[src/rtl/fpmul_norm_round.sv]
// Normalize, round-to-nearest-even and pack stage of the binary32 multiplier.
// Latency: ACK rises 3 edges after the edge that captures REQ; Z/EXC are valid with it.
// Backpressure: four-phase REQ/ACK; ACK holds while REQ stays high and drops once REQ=0 is sampled.
module fpmul_norm_round (
   input  logic        CLK,
   input  logic        RSTN,
   input  logic        REQ,
   input  logic [47:0] PROD,
   input  logic [9:0]  EXP_IN,
   input  logic        SIGN_IN,
   output logic        ACK,
   output logic [31:0] Z,
   output logic [2:0]  EXC
);

   typedef enum logic [2:0] {
      IDLE  = 3'd0,
      NORM  = 3'd1,
      ROUND = 3'd2,
      PACK  = 3'd3,
      DONE  = 3'd4
   } state_t;

   state_t             state_q;
   state_t             state_d;
   logic [47:0]        prod_q;
   logic signed [9:0]  exp_q;
   logic               sign_q;
   logic [23:0]        mant_q;
   logic               r_q;
   logic               s_q;

   logic               rnd_inc;
   logic [24:0]        mant_rnd;
   logic               exp_ovf;
   logic               exp_unf;

   always_ff @(posedge CLK or negedge RSTN) begin
      if (!RSTN) begin
         state_q <= IDLE;
      end else begin
         state_q <= state_d;
      end
   end

   always_comb begin
      state_d = state_q;
      case (state_q)
         IDLE:    if (REQ) state_d = NORM;
         NORM:    state_d = ROUND;
         ROUND:   state_d = PACK;
         PACK:    state_d = DONE;
         DONE:    if (!REQ) state_d = IDLE;
         default: state_d = IDLE;
      endcase
   end

   // Ties go to the even mantissa; the 25th bit catches the all-ones carry-out.
   assign rnd_inc  = r_q & (s_q | mant_q[0]);
   assign mant_rnd = {1'b0, mant_q} + {24'd0, rnd_inc};
   assign exp_ovf  = (exp_q >= 10'sd255);
   assign exp_unf  = (exp_q <= 10'sd0);

   always_ff @(posedge CLK or negedge RSTN) begin
      if (!RSTN) begin
         prod_q <= '0;
         exp_q  <= '0;
         sign_q <= 1'b0;
         mant_q <= '0;
         r_q    <= 1'b0;
         s_q    <= 1'b0;
         ACK    <= 1'b0;
         Z      <= '0;
         EXC    <= '0;
      end else begin
         case (state_q)
            IDLE: begin
               if (REQ) begin
                  prod_q <= PROD;
                  exp_q  <= EXP_IN;
                  sign_q <= SIGN_IN;
               end
            end
            NORM: begin
               if (prod_q[47]) begin
                  mant_q <= prod_q[47:24];
                  r_q    <= prod_q[23];
                  s_q    <= |prod_q[22:0];
                  exp_q  <= exp_q + 10'sd1;
               end else begin
                  mant_q <= prod_q[46:23];
                  r_q    <= prod_q[22];
                  s_q    <= |prod_q[21:0];
               end
            end
            ROUND: begin
               if (mant_rnd[24]) begin
                  mant_q <= 24'h800000;
                  exp_q  <= exp_q + 10'sd1;
               end else begin
                  mant_q <= mant_rnd[23:0];
               end
            end
            PACK: begin
               ACK <= 1'b1;
               // Zero product outranks the exponent range checks.
               if (prod_q == 48'd0) begin
                  Z   <= {sign_q, 31'd0};
                  EXC <= 3'b000;
               end else if (exp_ovf) begin
                  Z   <= {sign_q, 8'hFF, 23'd0};
                  EXC <= 3'b101;
               end else if (exp_unf) begin
                  Z   <= {sign_q, 31'd0};
                  EXC <= 3'b110;
               end else begin
                  Z   <= {sign_q, exp_q[7:0], mant_q[22:0]};
                  EXC <= {r_q | s_q, 2'b00};
               end
            end
            DONE: begin
               if (!REQ) ACK <= 1'b0;
            end
            default: begin
               ACK <= 1'b0;
            end
         endcase
      end
   end

endmodule

[config.mk]
export PLATFORM = sky130hd
export DESIGN_NAME = fpmul_norm_round
export DESIGN_NICKNAME = d
export VERILOG_FILES = /design/src/rtl/fpmul_norm_round.sv
export SDC_FILE = /design/constraint.sdc
export NUM_CORES = 1
export LEC_CHECK = 0
export BUFFER_PORTS_ARGS = -buffer_cell sky130_fd_sc_hd__buf_4
export CAP_MARGIN = 20
export CORE_AREA = 2 2 115 106
export DETAILED_ROUTE_END_ITERATION = 16
export DIE_AREA = 0 0 117 108
export GPL_ROUTABILITY_DRIVEN = 0
export PLACE_DENSITY = 0.85
export SYNTH_ARGS = -nofsm -noshare
export SYNTH_HDL_FRONTEND = slang
export SYNTH_SLANG_ARGS = --single-unit
[constraint.sdc]
create_clock -name CLK -period 3.3 [get_ports CLK]
set_clock_uncertainty 0.15 [all_clocks]
set_input_delay 0.495 -clock CLK [delete_from_list [all_inputs] [get_ports CLK]]
set_output_delay 0.495 -clock CLK [all_outputs]
set_load 0.005 [all_outputs]
**After elaboration in Yosys (flattened, before gate mapping)**

Cells that the tools add are included.

- Output and inout bits: 36
- Logic and storage cells: 57
- Input bits: 62
- Register bits: 124

- Reductions and logical operators: 11
- Bitwise logic cells: 4
- Mux-type cells: 20
- Equality and inequality tests: 8
- Magnitude comparators: 2
- Add/subtract/negate cells: 2

Operators with widths:

| cell | count |
|---|---|
| $mux W31 | 3 |
| $logic_not A48 Y1 | 1 |
| $mux W24 | 2 |
| $pmux W24 S2 | 1 |
| $mux W10 | 3 |
| $pmux W10 S3 | 1 |
| $add A24 B1 Y25 | 1 |
| $reduce_or A23 Y1 | 1 |
| $reduce_or A22 Y1 | 1 |
| $mux W3 | 5 |
| $pmux W3 S5 | 1 |
| $add A10 B2 Y10 const B | 1 |
| $ge A10 B9 Y1 const B | 1 |
| $le A10 B1 Y1 const B | 1 |
| $ne A2 B2 Y1 const B | 4 |
| $eq A3 B2 Y1 const B | 2 |
| $reduce_and A2 Y1 | 3 |
| $reduce_and A4 Y1 | 1 |
| $eq A3 B1 Y1 const B | 1 |
| $eq A3 B3 Y1 const B | 1 |
| $logic_not A3 Y1 | 1 |
| $mux W1 | 3 |
| $pmux W1 S3 | 1 |
| $reduce_bool A3 Y1 | 1 |
| 5 further kinds | 6 |

**Depth between registers and ports, before layout**

- Depth in word-level cells: 5
- Mapped depth: 9
- Depth with buffers taken out: 7

**Worst setup path after synthesis**

Ideal clock, no wire load.

- Path type: flip-flop to flip-flop
- From: reg mant_q[0]
- To: reg mant_q[19]
- Period minus slack after synthesis: 2.359 ns
- Path buffers: 1
- Cell stages (with the launch flop): 9
- Setup time: 0.124 ns
- Arrival: 2.085 ns
- Slack: 0.941 ns
- Required time: 3.026 ns
- Path through: dfrtp_1 -> and2_1 -> ha_1 -> nand3_1 -> or4_4 -> o31ai_4 -> buf_6 -> a21oi_1 -> o31a_1

- Cells in the longest elaborated chain, start to end: 5

Ends and longest elaborated chain:

| what | line | text |
|---|---|---|
| start: declaration | 29 | `logic [23:0] mant_q;` |
| start signal: assignment | 86 | `mant_q <= prod_q[47:24];` |
| start signal: assignment | 91 | `mant_q <= prod_q[46:23];` |
| start signal: assignment | 101 | `mant_q <= mant_rnd[23:0];` |
| $or A1 B1 Y1 | 59 | `assign rnd_inc = r_q & (s_q \| mant_q[0]);` |
| $and A1 B1 Y1 | 59 |  |
| $add A24 B1 Y25 * | 60 | `assign mant_rnd = {1'b0, mant_q} + {24'd0, rnd_inc};` |
| $mux W24 * | 97 | `if (mant_rnd[24]) begin` |
| $pmux W24 S2 * | 76 | `case (state_q)` |

Every way passes the cells marked *; elsewhere a longest branch is shown, timed or not.
A chain may end at the register's enable or synchronous reset.

**Final worst setup path**

- From: reg r_q
- To: reg exp_q[6]

- Cells in the longest elaborated chain, start to end: 4

Ends and longest elaborated chain:

| what | line | text |
|---|---|---|
| start: declaration | 30 | `logic r_q;` |
| start signal: assignment | 87 | `r_q <= prod_q[23];` |
| start signal: assignment | 92 | `r_q <= prod_q[22];` |
| $and A1 B1 Y1 | 59 |  |
| $add A24 B1 Y25 | 60 |  |
| $ne A2 B2 Y1 (no line) | -- |  |
| $reduce_and A4 Y1 (no line) | -- |  |
| end signal: assignment | 89 | `exp_q <= exp_q + 10'sd1;` |
| end signal: assignment | 99 | `exp_q <= exp_q + 10'sd1;` |
| end: declaration | 27 | `logic signed [9:0] exp_q;` |

Every way passes these cells.

==> results.ini <==
[detailed_routing]
vias = 5224
drc = 0
drtIter0Drc = 398
drt_wl_total_um = 15600
avgRoutedWirePerCell_um = 17.9
firstDrtPassIters = 5
detail-route-antenna-nets = 0
via_per_inst = 5.98

[critical_path]
critPathKind = flip-flop to flip-flop
cp_cell_sequence = and2_1 > ha_1 > nand3_1 > or4_4 > o31ai_4 > buf_4 > and2_1 > a21oi_1
slowest_stage = or4_4
cp.required_ps = 3440
r2r-start = r_q
path_common_cell = and2_1
r2r_slack_ps = 490
endpoint_kind = flip-flop
r2r-end = exp_q[6]
cp-start-kind = flip-flop
cpPeakStageDelay_ps = 510
worst-path-max-fanout = 21
r2r_cells = 8
worstPathArrival_ps = 2950

[finish]
antenna_cells = 0
nNetsFinal = 769
syn2layout_area_growth_pct = 23.9
seq_area_um2 = 3100
num-fill-cells = 863
postLayoutCoreUtil_pct = 67.0
multi_input_area_um2 = 2830
drive_gt1_share_pct = 29.1

[placed_design]
pre_cts_ws_ps = 591
io_buffers = 97
dp_hpwl_um = 10800

[clock_network]
cts_resized = 0
htree_levels = 4
clk_latency_ps = 420
cts_setup_buffers = 0
cts_tree = yes
clk_pin_slew_worst_paths_ps = 60
cts_made_buffers = 17
cts_hold_buf = 0
cts_buffer_depth = 2
cts.sinks = 124
cts_root_buf = clkbuf_16

[die]
die-area_um2 = 12600
die_w_um = 117
core_um2 = 11300
ios = 98
fp.dieH_um = 108
rows = 37
floorplan.initialDensity_pct = 54.1

[logic_synthesis]
yosys.area.top_type = dfrtp_1
mappedNetlistArea_um2 = 6140
synth.ff_latch_count = 124
synth_fp_nets = 682
synth_ff_type = dfrtp_1
yosys_warnings = 0
avgSynthCellArea_um2 = 9.95
synth_top_area_share_pct = 50.6
synth.distinct_cells = 60
synth_area_leaders = dfrtp_1, mux2_2, nand2_1, a21oi_1, mux2i_1
synth_async_sr_flop_share_pct = 100
synth_edf_count = 0
syn_inst = 617
synth_seq_area_share_pct = 50.6
yosysMostFrequentCell = dfrtp_1
synthTopCellsByCount = dfrtp_1, nand2_1, mux2_2

[global_routing]
grt_max_degree = 60
grt_overflow = 0
grt_usage_pct = 26.6
grt_first_pass_wirelength_um = 25800
grt_antenna_before_repair = 0
grt_pass1_vias = 5068

[pwr]
leakage_nw = 3.30
ir_drop_mv = 0.541
p_per_area_nw_per_um2 = 1080

[timing]
finalHoldViolations = 3
finalWorstSetupSlack_ps = 491
setup_tns_ps = 0
finalCritPeriodShare_pct = 85.1
maxSlewHeadroom_pct = 39.8
period_needed_ps = 2810
finalSetupViolCount = 0
slew_violations = 0
holdWs_ps = -8.59
max_freq_ghz = 0.356
worst_pin_slew_ps = 896
rsz0062_at_grt = false

[run]
maxCapViolCount = 0

[run_status]
status = finished with violations
violations = negative hold slack

[worst_hold_path]
hold_class = input port to asynchronous set/reset pin

[worst max-delay path: cells and delay by family, from the launching register on]
family	cells	cell delay [ps]
simple gates	4	1230
flops	1	420
fa+ha+maj	1	200
buf+inv	1	300
compound gates	2	380
[how the worst max path moves through the flow]
stage	from	endpoint	slack, ps
5_1_grt	r_q	exp_q[6]	360
3_3_place_gp	r_q	exp_q[1]	700
4_1_cts	r_q	exp_q[1]	560
6_report	r_q	exp_q[6]	490
2_1_floorplan	mant_q[0]	mant_q[19]	940
3_5_place_dp	r_q	exp_q[1]	590
[sequential cells by signal, summed over array words and instances (netlist names)]
name / count
r_q: 1
EXC: 3
sign_q: 1
prod_q: 48
mant_q: 24
s_q: 1
state_q: 3
Z: 32
exp_q: 10
ACK: 1
[stage by stage]
| stage | power (mW) | std cells | instance area [µm²] |
|---|---|---|---|
| finish | 8.23 | 873 | 7600 |
| global route | 8.76 | 873 | 7600 |
| CTS | 8.20 | 873 | 7600 |
| detailed placement | 6.20 | 841 | 6980 |
| global placement | 6.00 | 841 | 6980 |
| floorplan | 5.18 | 617 | 6140 |
[routing by layer]
| metal | part of all wire, % | global-route usage [%] | up-vias |
|---|---|---|---|
| li1 | - | - | 2415 |
| met1 | 43 | 36.8 | 2497 |
| met2 | 46 | 40.2 | 276 |
| met3 | 8.8 | 6.50 | 36 |
| met4 | 2.0 | 11.3 | 0 |
| met5 | 0 | 0 | - |
[report_power, final]
group / internal (mW) / total (mW) / switching (mW)
sequential: 2.24 / 3.04 / 0.805
clock: 1.26 / 1.94 / 0.677
combinational: 1.52 / 3.25 / 1.73
[cell families after synthesis]
logic type | synth area share, %
muxes | 12.6
AOI/OAI and AO/OA | 15.8
buffers and inverters | 3.30
DFF | 50.6
and+or+nand+nor | 16.6
xor gates and xnor gates | 0.428
adders and majority gates | 0.612
[cell type report]
type                            instances  area share (%)
Inverter                                4           0.198
Multi-Input combinational cell        446            37.3
Clock inverter                         10            1.81
Clock buffer                           22            6.37
Tap cell                              156            2.57
Sequential cell                       124            40.8
Timing Repair Buffer                  111            11.0
[cells in the final DEF, fill, tap and decap left out, types with 3 or more instances in the layout]
cell / count
and4_1: 3
o221ai_1: 4
nand4_1: 5
clkbuf_16: 17
o31ai_1: 4
a41oi_1: 3
xor2_1: 3
bufinv_16: 3
nor4_2: 3
nor4_1: 12
o22a_1: 9
o21ai_0: 34
nor3_1: 5
a31oi_1: 15
dfrtp_1: 124
nor2b_1: 7
mux2i_1: 20
inv_1: 3
and2_1: 4
clkinv_2: 3
nand3_1: 17
buf_4: 111
nand2_1: 100
nor2_1: 32
a21oi_1: 41
o21ai_1: 23
mux2_2: 51
ha_1: 3
clkbuf_8: 4
and3_1: 7
o22ai_1: 3
Note: power is estimated with default switching activity, not from simulation.
